## config.mk

```make
export PLATFORM = sky130hd
export DESIGN_NAME = x_corr_engine
export DESIGN_NICKNAME = d
export VERILOG_FILES = /design/src/rtl/x_corr_pkg.sv /design/src/rtl/x_corr_cmac.sv /design/src/rtl/x_corr_engine.sv
export SDC_FILE = /design/constraint.sdc
export NUM_CORES = 2
export LEC_CHECK = 0
export ABC_AREA = 1
export CAP_MARGIN = 20
export CORE_UTILIZATION = 55
export CTS_CLUSTER_SIZE = 20
export DETAILED_ROUTE_END_ITERATION = 12
export PLACE_DENSITY = 0.71
export SLEW_MARGIN = 40
export SYNTH_ARGS = -nofsm -noshare
export SYNTH_HDL_FRONTEND = slang
export SYNTH_SLANG_ARGS = --single-unit
```

## constraint.sdc

```tcl
create_clock -name clk -period 11.52 [get_ports clk]
set_input_delay 1.152 -clock clk [delete_from_list [all_inputs] [get_ports clk]]
set_output_delay 1.152 -clock clk [all_outputs]
set_load 0.1 [all_outputs]
```

## src/rtl/x_corr_pkg.sv

```systemverilog
// Shared types and helpers for the complex circular cross-correlator.
package x_corr_pkg;

    typedef enum logic [1:0] {
        LOAD    = 2'd0,
        COMPUTE = 2'd1,
        DONE    = 2'd2
    } state_t;

    // Metric width: one bit above the wider accumulator so |I|+|Q| never overflows.
    function automatic int unsigned calc_w(input int unsigned i_bits, input int unsigned q_bits);
        return ((i_bits > q_bits) ? i_bits : q_bits) + 1;
    endfunction

endpackage

```

## src/rtl/x_corr_cmac.sv

```systemverilog
// Complex multiply-accumulate of x*conj(y) into wrapping I/Q accumulators.
module x_corr_cmac
    import x_corr_pkg::*;
#(
    parameter int unsigned XI_BITS = 12,
    parameter int unsigned XQ_BITS = 12,
    parameter int unsigned YI_BITS = 12,
    parameter int unsigned YQ_BITS = 12,
    parameter int unsigned I_BITS  = 24,
    parameter int unsigned Q_BITS  = 24
) (
    input  logic                      clk,
    input  logic                      rst,
    input  logic                      i_en,
    input  logic                      i_clr,
    input  logic signed [XI_BITS-1:0] i_xi,
    input  logic signed [XQ_BITS-1:0] i_xq,
    input  logic signed [YI_BITS-1:0] i_yi,
    input  logic signed [YQ_BITS-1:0] i_yq,
    output logic signed [I_BITS-1:0]  o_acc_i,
    output logic signed [Q_BITS-1:0]  o_acc_q
);

    logic signed [I_BITS-1:0] w_xi_i, w_xq_i, w_yi_i, w_yq_i;
    logic signed [Q_BITS-1:0] w_xi_q, w_xq_q, w_yi_q, w_yq_q;
    logic signed [I_BITS-1:0] w_prod_i;
    logic signed [Q_BITS-1:0] w_prod_q;
    logic signed [I_BITS-1:0] r_acc_i;
    logic signed [Q_BITS-1:0] r_acc_q;

    // Products are formed at accumulator width; modular arithmetic makes this exact mod 2^bits.
    always_comb begin
        w_xi_i   = I_BITS'(i_xi);
        w_xq_i   = I_BITS'(i_xq);
        w_yi_i   = I_BITS'(i_yi);
        w_yq_i   = I_BITS'(i_yq);
        w_xi_q   = Q_BITS'(i_xi);
        w_xq_q   = Q_BITS'(i_xq);
        w_yi_q   = Q_BITS'(i_yi);
        w_yq_q   = Q_BITS'(i_yq);
        w_prod_i = (w_xi_i * w_yi_i) + (w_xq_i * w_yq_i);
        w_prod_q = (w_xq_q * w_yi_q) - (w_xi_q * w_yq_q);
    end

    always_ff @(posedge clk or posedge rst) begin
        if (rst) begin
            r_acc_i <= '0;
            r_acc_q <= '0;
        end else if (i_clr) begin
            r_acc_i <= '0;
            r_acc_q <= '0;
        end else if (i_en) begin
            r_acc_i <= r_acc_i + w_prod_i;
            r_acc_q <= r_acc_q + w_prod_q;
        end
    end

    assign o_acc_i = r_acc_i;
    assign o_acc_q = r_acc_q;

endmodule

```

## src/rtl/x_corr_engine.sv

```systemverilog
// Block cross-correlator: buffers one block, sweeps every circular lag, reports peak |I|+|Q| and its lag.
module x_corr_engine
    import x_corr_pkg::*;
#(
    parameter int unsigned XI_BITS             = 12,
    parameter int unsigned XQ_BITS             = 12,
    parameter int unsigned YI_BITS             = 12,
    parameter int unsigned YQ_BITS             = 12,
    parameter int unsigned I_BITS              = 24,
    parameter int unsigned Q_BITS              = 24,
    parameter int unsigned LENGTH              = 5,
    parameter int unsigned LENGTH_COUNTER_BITS = 3,
    parameter int unsigned OUT_MAX_BITS        = 5
) (
    input  logic                                clk,
    input  logic                                rst,
    input  logic                                m_axis_tvalid,
    input  logic signed [XI_BITS-1:0]           xi,
    input  logic signed [XQ_BITS-1:0]           xq,
    input  logic signed [YI_BITS-1:0]           yi,
    input  logic signed [YQ_BITS-1:0]           yq,
    output logic                                s_axis_tready,
    input  logic                                m_axis_tready,
    output logic                                s_axis_tvalid,
    output logic [OUT_MAX_BITS-1:0]             out_max,
    output logic [LENGTH_COUNTER_BITS-1:0]      index
);

    localparam int unsigned W   = calc_w(I_BITS, Q_BITS);
    localparam int unsigned LCB = LENGTH_COUNTER_BITS;
    localparam int unsigned CW  = LENGTH_COUNTER_BITS + 1;

    state_t r_state;

    logic [LCB-1:0]    r_n;
    logic [CW-1:0]     r_mac;
    logic [LCB-1:0]    r_k;
    logic [W-1:0]      r_best;
    logic [LCB-1:0]    r_best_idx;
    logic [OUT_MAX_BITS-1:0] r_out_max;
    logic [LCB-1:0]    r_index;
    logic              r_tvalid;
    logic              r_tready;

    logic signed [XI_BITS-1:0] r_xi [LENGTH];
    logic signed [XQ_BITS-1:0] r_xq [LENGTH];
    logic signed [YI_BITS-1:0] r_yi [LENGTH];
    logic signed [YQ_BITS-1:0] r_yq [LENGTH];

    logic              w_accept;
    logic              w_mac_en;
    logic              w_mac_clr;
    logic [CW-1:0]     w_m_sum;
    logic [LCB-1:0]    w_xidx;
    logic [LCB-1:0]    w_yidx;
    logic signed [I_BITS-1:0] w_acc_i;
    logic signed [Q_BITS-1:0] w_acc_q;
    logic signed [W-1:0] w_ext_i;
    logic signed [W-1:0] w_ext_q;
    logic [W-1:0]      w_abs_i;
    logic [W-1:0]      w_abs_q;
    logic [W-1:0]      w_metric;

    assign w_accept = (r_state == LOAD) && m_axis_tvalid;

    // Sample x[n] and y[(n+k) mod length]; the cycle at r_mac == length is the compare slot.
    always_comb begin
        w_mac_en  = (r_state == COMPUTE) && (r_mac < CW'(LENGTH));
        w_mac_clr = (r_state == COMPUTE) && (r_mac == CW'(LENGTH));
        w_m_sum   = r_mac + CW'(r_k);
        w_xidx    = '0;
        w_yidx    = '0;
        if (w_mac_en) begin
            w_xidx = LCB'(r_mac);
            if (w_m_sum >= CW'(LENGTH)) begin
                w_yidx = LCB'(w_m_sum - CW'(LENGTH));
            end else begin
                w_yidx = LCB'(w_m_sum);
            end
        end
    end

    x_corr_cmac #(
        .XI_BITS (XI_BITS),
        .XQ_BITS (XQ_BITS),
        .YI_BITS (YI_BITS),
        .YQ_BITS (YQ_BITS),
        .I_BITS  (I_BITS),
        .Q_BITS  (Q_BITS)
    ) u_cmac (
        .clk     (clk),
        .rst     (rst),
        .i_en    (w_mac_en),
        .i_clr   (w_mac_clr),
        .i_xi    (r_xi[w_xidx]),
        .i_xq    (r_xq[w_xidx]),
        .i_yi    (r_yi[w_yidx]),
        .i_yq    (r_yq[w_yidx]),
        .o_acc_i (w_acc_i),
        .o_acc_q (w_acc_q)
    );

    // |I| + |Q| at the widened metric width; the most negative accumulator value still fits.
    always_comb begin
        w_ext_i  = W'(w_acc_i);
        w_ext_q  = W'(w_acc_q);
        w_abs_i  = w_ext_i[W-1] ? W'(-w_ext_i) : W'(w_ext_i);
        w_abs_q  = w_ext_q[W-1] ? W'(-w_ext_q) : W'(w_ext_q);
        w_metric = w_abs_i + w_abs_q;
    end

    always_ff @(posedge clk) begin
        if (w_accept) begin
            r_xi[r_n] <= xi;
            r_xq[r_n] <= xq;
            r_yi[r_n] <= yi;
            r_yq[r_n] <= yq;
        end
    end

    always_ff @(posedge clk or posedge rst) begin
        if (rst) begin
            r_state    <= LOAD;
            r_n        <= '0;
            r_mac      <= '0;
            r_k        <= '0;
            r_best     <= '0;
            r_best_idx <= '0;
            r_out_max  <= '0;
            r_index    <= '0;
            r_tvalid   <= 1'b0;
            r_tready   <= 1'b1;
        end else begin
            case (r_state)
                LOAD: begin
                    if (m_axis_tvalid) begin
                        if (r_n == LCB'(LENGTH - 1)) begin
                            r_n        <= '0;
                            r_mac      <= '0;
                            r_k        <= '0;
                            r_best     <= '0;
                            r_best_idx <= '0;
                            r_tready   <= 1'b0;
                            r_state    <= COMPUTE;
                        end else begin
                            r_n <= r_n + LCB'(1);
                        end
                    end
                end
                COMPUTE: begin
                    if (r_mac == CW'(LENGTH)) begin
                        r_mac <= '0;
                        // Strict compare: ties keep the earlier lag.
                        if (w_metric > r_best) begin
                            r_best     <= w_metric;
                            r_best_idx <= r_k;
                        end
                        if (r_k == LCB'(LENGTH - 1)) begin
                            r_k     <= '0;
                            r_state <= DONE;
                        end else begin
                            r_k <= r_k + LCB'(1);
                        end
                    end else begin
                        r_mac <= r_mac + CW'(1);
                    end
                end
                DONE: begin
                    if (!r_tvalid) begin
                        r_tvalid  <= 1'b1;
                        r_out_max <= r_best[W-1 -: OUT_MAX_BITS];
                        r_index   <= r_best_idx;
                    end else if (m_axis_tready) begin
                        r_tvalid <= 1'b0;
                        r_tready <= 1'b1;
                        r_state  <= LOAD;
                    end
                end
                default: begin
                    r_state  <= LOAD;
                    r_tvalid <= 1'b0;
                    r_tready <= 1'b1;
                end
            endcase
        end
    end

    assign s_axis_tready = r_tready;
    assign s_axis_tvalid = r_tvalid;
    assign out_max       = r_out_max;
    assign index         = r_index;

endmodule

```

## Word level (Yosys, flattened, before mapping)

Memory sizes are Yosys's and may differ from the RTL's.
Index checks and enable logic that the tools add are counted.

- Memory bits (writable): 240
- Input port bits: 52
- Memories kept: 4
- Register bits: 98

- Equal/unequal tests: 12
- Reductions and logical operators: 14
- Add/sub/neg operators: 12
- Multipliers: 4
- $lt $le $gt $ge: 3
- Multiplexer cells: 44
- Bitwise gates (word level): 2

Memories:

| name | depth | width | rd ports | clocked after memory_dff | write ports | line | RTL |
|---|---|---|---|---|---|---|---|
| r_xi | 5 | 12 | 1 | 0 | 1 | x_corr_engine.sv:45 | `logic signed [XI_BITS-1:0] r_xi [LENGTH];` |
| r_xq | 5 | 12 | 1 | 0 | 1 | x_corr_engine.sv:46 | `logic signed [XQ_BITS-1:0] r_xq [LENGTH];` |
| r_yi | 5 | 12 | 1 | 0 | 1 | x_corr_engine.sv:47 | `logic signed [YI_BITS-1:0] r_yi [LENGTH];` |
| r_yq | 5 | 12 | 1 | 0 | 1 | x_corr_engine.sv:48 | `logic signed [YQ_BITS-1:0] r_yq [LENGTH];` |

Operator list:

| cell | count |
|---|---|
| 25-bit 2-to-1 mux | 6 |
| 12-bit by 12-bit multiplier with 24-bit output | 4 |
| 24-bit 2-to-1 mux | 4 |
| 24-bit adder | 3 |
| 24-bit negation with 25-bit output | 2 |
| 25-bit one-hot mux with 2 select lines | 1 |
| 3-bit 2-to-1 mux | 10 |
| 25-bit adder | 1 |
| 25-bit > comparator | 1 |
| 24-bit subtractor | 1 |
| 2-bit 2-to-1 mux | 6 |
| 4-bit 2-to-1 mux | 3 |
| 3-bit one-hot mux with 2 select lines | 2 |
| 5-bit AND reduction | 2 |
| 1-bit 2-to-1 mux | 8 |
| 2-bit by 1-bit inequality test with 1-bit output (second input constant) | 4 |
| 4-bit one-hot mux with 2 select lines | 1 |
| 3-bit by 1-bit adder with 3-bit output (second input constant) | 2 |
| 3-bit == test (second input constant) | 2 |
| 2-bit inequality test (second input constant) | 3 |
| 2-bit one-hot mux with 3 select lines | 1 |
| 6-bit AND reduction | 1 |
| 4-bit by 1-bit adder with 4-bit output (second input constant) | 1 |
| 4-bit by 3-bit adder with 4-bit output | 1 |
| 16 further kinds | 21 |

## Longest topological paths before layout

An unclocked memory read counts as a cell.

- Word-level depth: 10
- Mapped depth: 45

## Cells and area by module

From an unflattened synthesis, not the netlist that was laid out.

- Cells, all modules: 4,943
- Area, all modules: 42,119.1 um2

Modules (own cells, without submodules):

| module | cells each | times used | seq. area each (um2) | area an instance (um2) |
|---|---|---|---|---|
| x_corr_cmac | 3,291 | 1 | 1,201.2 | 26,820.7 |
| x_corr_engine | 1,652 | 1 | 8,459.4 | 15,298.4 |

## Worst setup path before layout

Ideal clock, no wire load.

- Path kind: register to register
- Start point: reg r_mac[0]
- End point: reg u_cmac.r_acc_q[21], in the netlist u_cmac.o_acc_q[21]
- Cell stages (with the launch flop): 39
- Clock period less this slack: 8,444 ps
- Setup slack: 3,076 ps
- Data arrival time: 8,313 ps
- Setup time: 131 ps
- Path buffers: 2
- Cells stage by stage: dfrtp_1 > ha_1 > fa_1 > inv_1 > ha_1 > o21ai_2 > nand3_2 > nand3_4 > buf_6 > buf_6 > nand2_1 > a32o_1 > nand2_1 > nand2_2 > nor2_1 > inv_1 > fa_1 > inv_1 > [... 3 more ...] > fa_1 > fa_1 > fa_1 > inv_1 > fa_1 > inv_1 > ha_1 > nand4_1 > o221ai_1 > a21oi_1 > o21ai_0 > nand3_1 > nand2_1 > nand2_1 > nand2_1 > a21oi_1 > o21ai_0 > o21ai_0

- Cells in the longest elaborated chain, start to end: 10
- Elaborated cells between the ends (all ways): 21

Ends and longest elaborated chain:

| element | line | RTL |
|---|---|---|
| from (decl) | x_corr_engine.sv:36 | `logic [CW-1:0] r_mac;` |
| from (signal assigned) | x_corr_engine.sv:165 | `r_mac <= r_mac + CW'(1);` |
| 4-bit by 3-bit adder with 4-bit output | x_corr_engine.sv:70 | `w_m_sum = r_mac + CW'(r_k);` |
| 4-bit by 3-bit >= comparator with 1-bit output or 3-bit subtractor (tied branches) | x_corr_engine.sv:75, x_corr_engine.sv:76 |  |
| 3-bit 2-to-1 mux | x_corr_engine.sv:75 | `if (w_m_sum >= CW'(LENGTH)) begin` |
| 3-bit 2-to-1 mux | x_corr_engine.sv:73 | `if (w_mac_en) begin` |
| memory read 5 x 12 bit, on equally long branches | -- |  |
| 12-bit by 12-bit multiplier with 24-bit output | x_corr_cmac.sv:42 | `w_prod_q = (w_xq_q * w_yi_q) - (w_xi_q * w_yq_q);` |
| 24-bit subtractor | x_corr_cmac.sv:42 |  |
| 24-bit adder | x_corr_cmac.sv:54 | `r_acc_q <= r_acc_q + w_prod_q;` |
| 24-bit 2-to-1 mux | x_corr_cmac.sv:52 | `end else if (i_en) begin` |
| 24-bit 2-to-1 mux | x_corr_cmac.sv:49 | `end else if (i_clr) begin` |
| to (signal assigned) | x_corr_cmac.sv:54 |  |
| to (decl) | x_corr_cmac.sv:29 | `logic signed [Q_BITS-1:0] r_acc_q;` |

Parallel ways exist; a longest one is shown, timed or not. The select of a mux whose other input is x is not followed.
A chain may end at the register's enable or synchronous reset.

## Final worst setup path

- Start point: reg r_mac[0]
- End point: reg u_cmac.r_acc_q[22], in the netlist u_cmac.o_acc_q[22]

Same word-level chain as after synthesis.

==> metrics <==
Clock Latency Late Sink 0.58 ns; Worst-Margin Slew 0.887 ns; port bufs 61; share of cells above drive strength 1 6.57%; status completed; met1 WL 42200 µm; DR pass1 iterations 5; Iter 0 DRT Violations 2467; CTS resizes 0; critical path depth in cells 34; Post-synth EDFFs 240; crit path max fanout 19; Final Cycle Share 90.1%; Die H 271 µm; Mapped Cells 4175; Yosys cell types 60; hold_buf cts 0; gp weighted congestion 0.991; slowest cell on the critical path fa_1; routed length on met3 9890 µm; Seq. cell area 9660 µm²; grt ovf 0; Max Clock Skew 0.0270 ns; non-filler cells, final 5185; Crit Reg-Reg Endpoint u_cmac.o_acc_q[22]; vias per inst 5.52; Ys Warns 0; syn avg cell area 9.53 µm²; Rel. slew slack 40.8%; maxcap violations 0; final hold violations 0; Final nets 5201; I/O pins 62; Seq/Total Area, Yosys 24.3%; die area 73400 µm²; drt wl/cell 20.6 µm; Reg-to-Reg Start r_mac[0]; critical path type reg -> reg; first-pass GRT wire length 167000 µm; Critical Path Source r_mac[0]; fin crit period 10.38 ns; placed cell count 5111; htree depth 2; total CTS buffers 40; Worst Path Buf+Inv 7; Slew Viols, Final 0; CTS tree yes; via count 28600; Reg2Reg Depth 34; Final setup violation count 0; site row count 98; crit path launch type flip-flop; reg2reg setup slack 1.14 ns; max incr delay on CP 0.61 ns; Top Metal Used met4; synthesized cell area 39800 µm²; Worst setup endpoint u_cmac.o_acc_q[22]; Data arrival, critical path 10.85 ns; asr flop ratio synth 29.0%; maximum clock frequency 96.3 MHz; core area 71500 µm²; total wire length 107000 µm; Max Root-Sink Buffers 3; Detail Placement HPWL 82000 µm; Primary FF master, synth edfxtp_1; RSZ-0062 raised after global routing false; syn nets 5173; Synth-to-Final Area Change 7.17%; clock-pin slew on the worst setup and hold paths 0.07 ns; hold crit path type reg -> reg; gr usage total 30.1%; Crit path top cell by count fa_1; initial antenna violation count 0; Final ANT Viol Nets 0; largest net degree at the start of global routing 52; vias in the first global route 29200; routed length on met2 48000 µm; DRC 0; Synth Register Bits 338; area of the multi-input gates 25700 µm²; CP Capture Type flip-flop; CTS sink count 338; Die W 271 µm; final setup TNS 0 ns; CP delay by family, top adder cells; Critical Path RT 11.99 ns; root buf cell clkbuf_16; post-CTS setup buffer count 0; fillcell total 6054; initial core utilization 55.7%
worst min path at each step:
stage,from,cells past startpoint,to,slack [ns]
after floorplan,r_best_idx[2],2,r_best_idx[2],0.50
after global placement,out_max[3],2,out_max[3],0.47
after detailed placement,out_max[0],2,out_max[0],0.48
after CTS,out_max[0],2,out_max[0],0.50
after global routing,out_max[1],2,out_max[1],0.52
final,index[2],2,index[2],0.49
placed cells by master, fill, tap and decap left out, drive strengths merged, types with 4 or more instances in the layout:
master and count:
a21o 9, a21oi 144, a221o 4, a31oi 5, a32o 27, buf 68, bufinv 6, clkbuf 46
clkdlybuf4s50 51, clkinv 18, dfrtp 97, edfxtp 240, fa 678, ha 268, inv 981, nand2 675
nand3 72, nand4 16, nor2 393, nor3 30, nor3b 6, nor4 6, o211ai 5, o21ai 170
o21bai 5, o221ai 13, o22ai 29, o31ai 12, or2 23, xnor2 34, xor2 82
kinds of logic after synthesis:
kind of cell               count (synthesis)  synth area share, %
adders and majority gates                946                 42.5
and+or+nand+nor                         1226                 12.7
buffers and inverters                   1114                 11.2
AOI/OAI and AO/OA                        434                 6.63
DFF                                      338                 24.3
xor gates and xnor gates                 117                 2.61
Yosys cell counts (all sizes together), types with 2 or more instances:
cell    number  area (µm²)
a211oi       3        22.5
a21o         9        67.6
a21oi      144         724
a221o        4        40.0
a31oi        5        46.3
a32o        27         270
and2         2        12.5
buf        114         704
clkbuf      19        71.3
clkinv       2        7.51
dfrtp       97        2430
edfxtp     240        7210
fa         678       13600
ha         268        3350
inv        979        3680
nand2      675        2560
nand3       72         388
nand3b       3        22.5
nand4       16         100
nor2       393        1600
nor3        30         150
nor3b        6        45.0
nor4         6        37.5
o211ai       5        42.5
o21a         3        22.5
o21ai      170         926
o21bai       5        37.5
o221ai      13         120
o22ai       29         181
o31ai       12        90.1
or2         23         144
xnor2       34         298
xor2        82         718
sequential cells by signal (all words and copies together) (netlist names), 4 cells and up:
name and flops:
u_cmac.o_acc_q 24, u_cmac.o_acc_i 24, r_xq 60, out_max 5, r_best 25, r_mac 4, r_yq 60, r_yi 60
r_xi 60
tightest hold or removal path: stages, from the launching register on:
cell     delay [ns]
dfrtp_1        0.34
nand2_1        0.05
o21ai_0        0.06
through the flow:
stage                     hold slack, ns  worst slack, ns  area (µm²)  util, %
after floorplan                    0.502             3.08       39800        -
after global placement             0.468             1.52       41300     57.8
after detailed placement           0.481             1.44       41300     57.7
after CTS                          0.495             1.40       42600     59.6
after global routing               0.525            0.685       42600     59.6
final                              0.489             1.14       42600     59.6
layout make-up:
type | count | share of cell area [%]
antenna | 2 | 0.0117
clock buffer | 46 | 2.45
clock inverter | 26 | 0.775
inverter | 981 | 8.65
multi-input combinational | 2723 | 60.3
sequential | 338 | 22.7
tap | 950 | 2.79
timing repair buffer | 119 | 2.34
per-layer routing:
metal	vias up	GRT usage [%]
met4	0	15.6
met5	-	0
met2	1222	46.4
met1	14300	40.5
met3	294	6.23
li1	12800	-
Power is left out: the tool's default activity adds up to more than one toggle a clock period on the data nets, which glitch-free logic cannot reach.
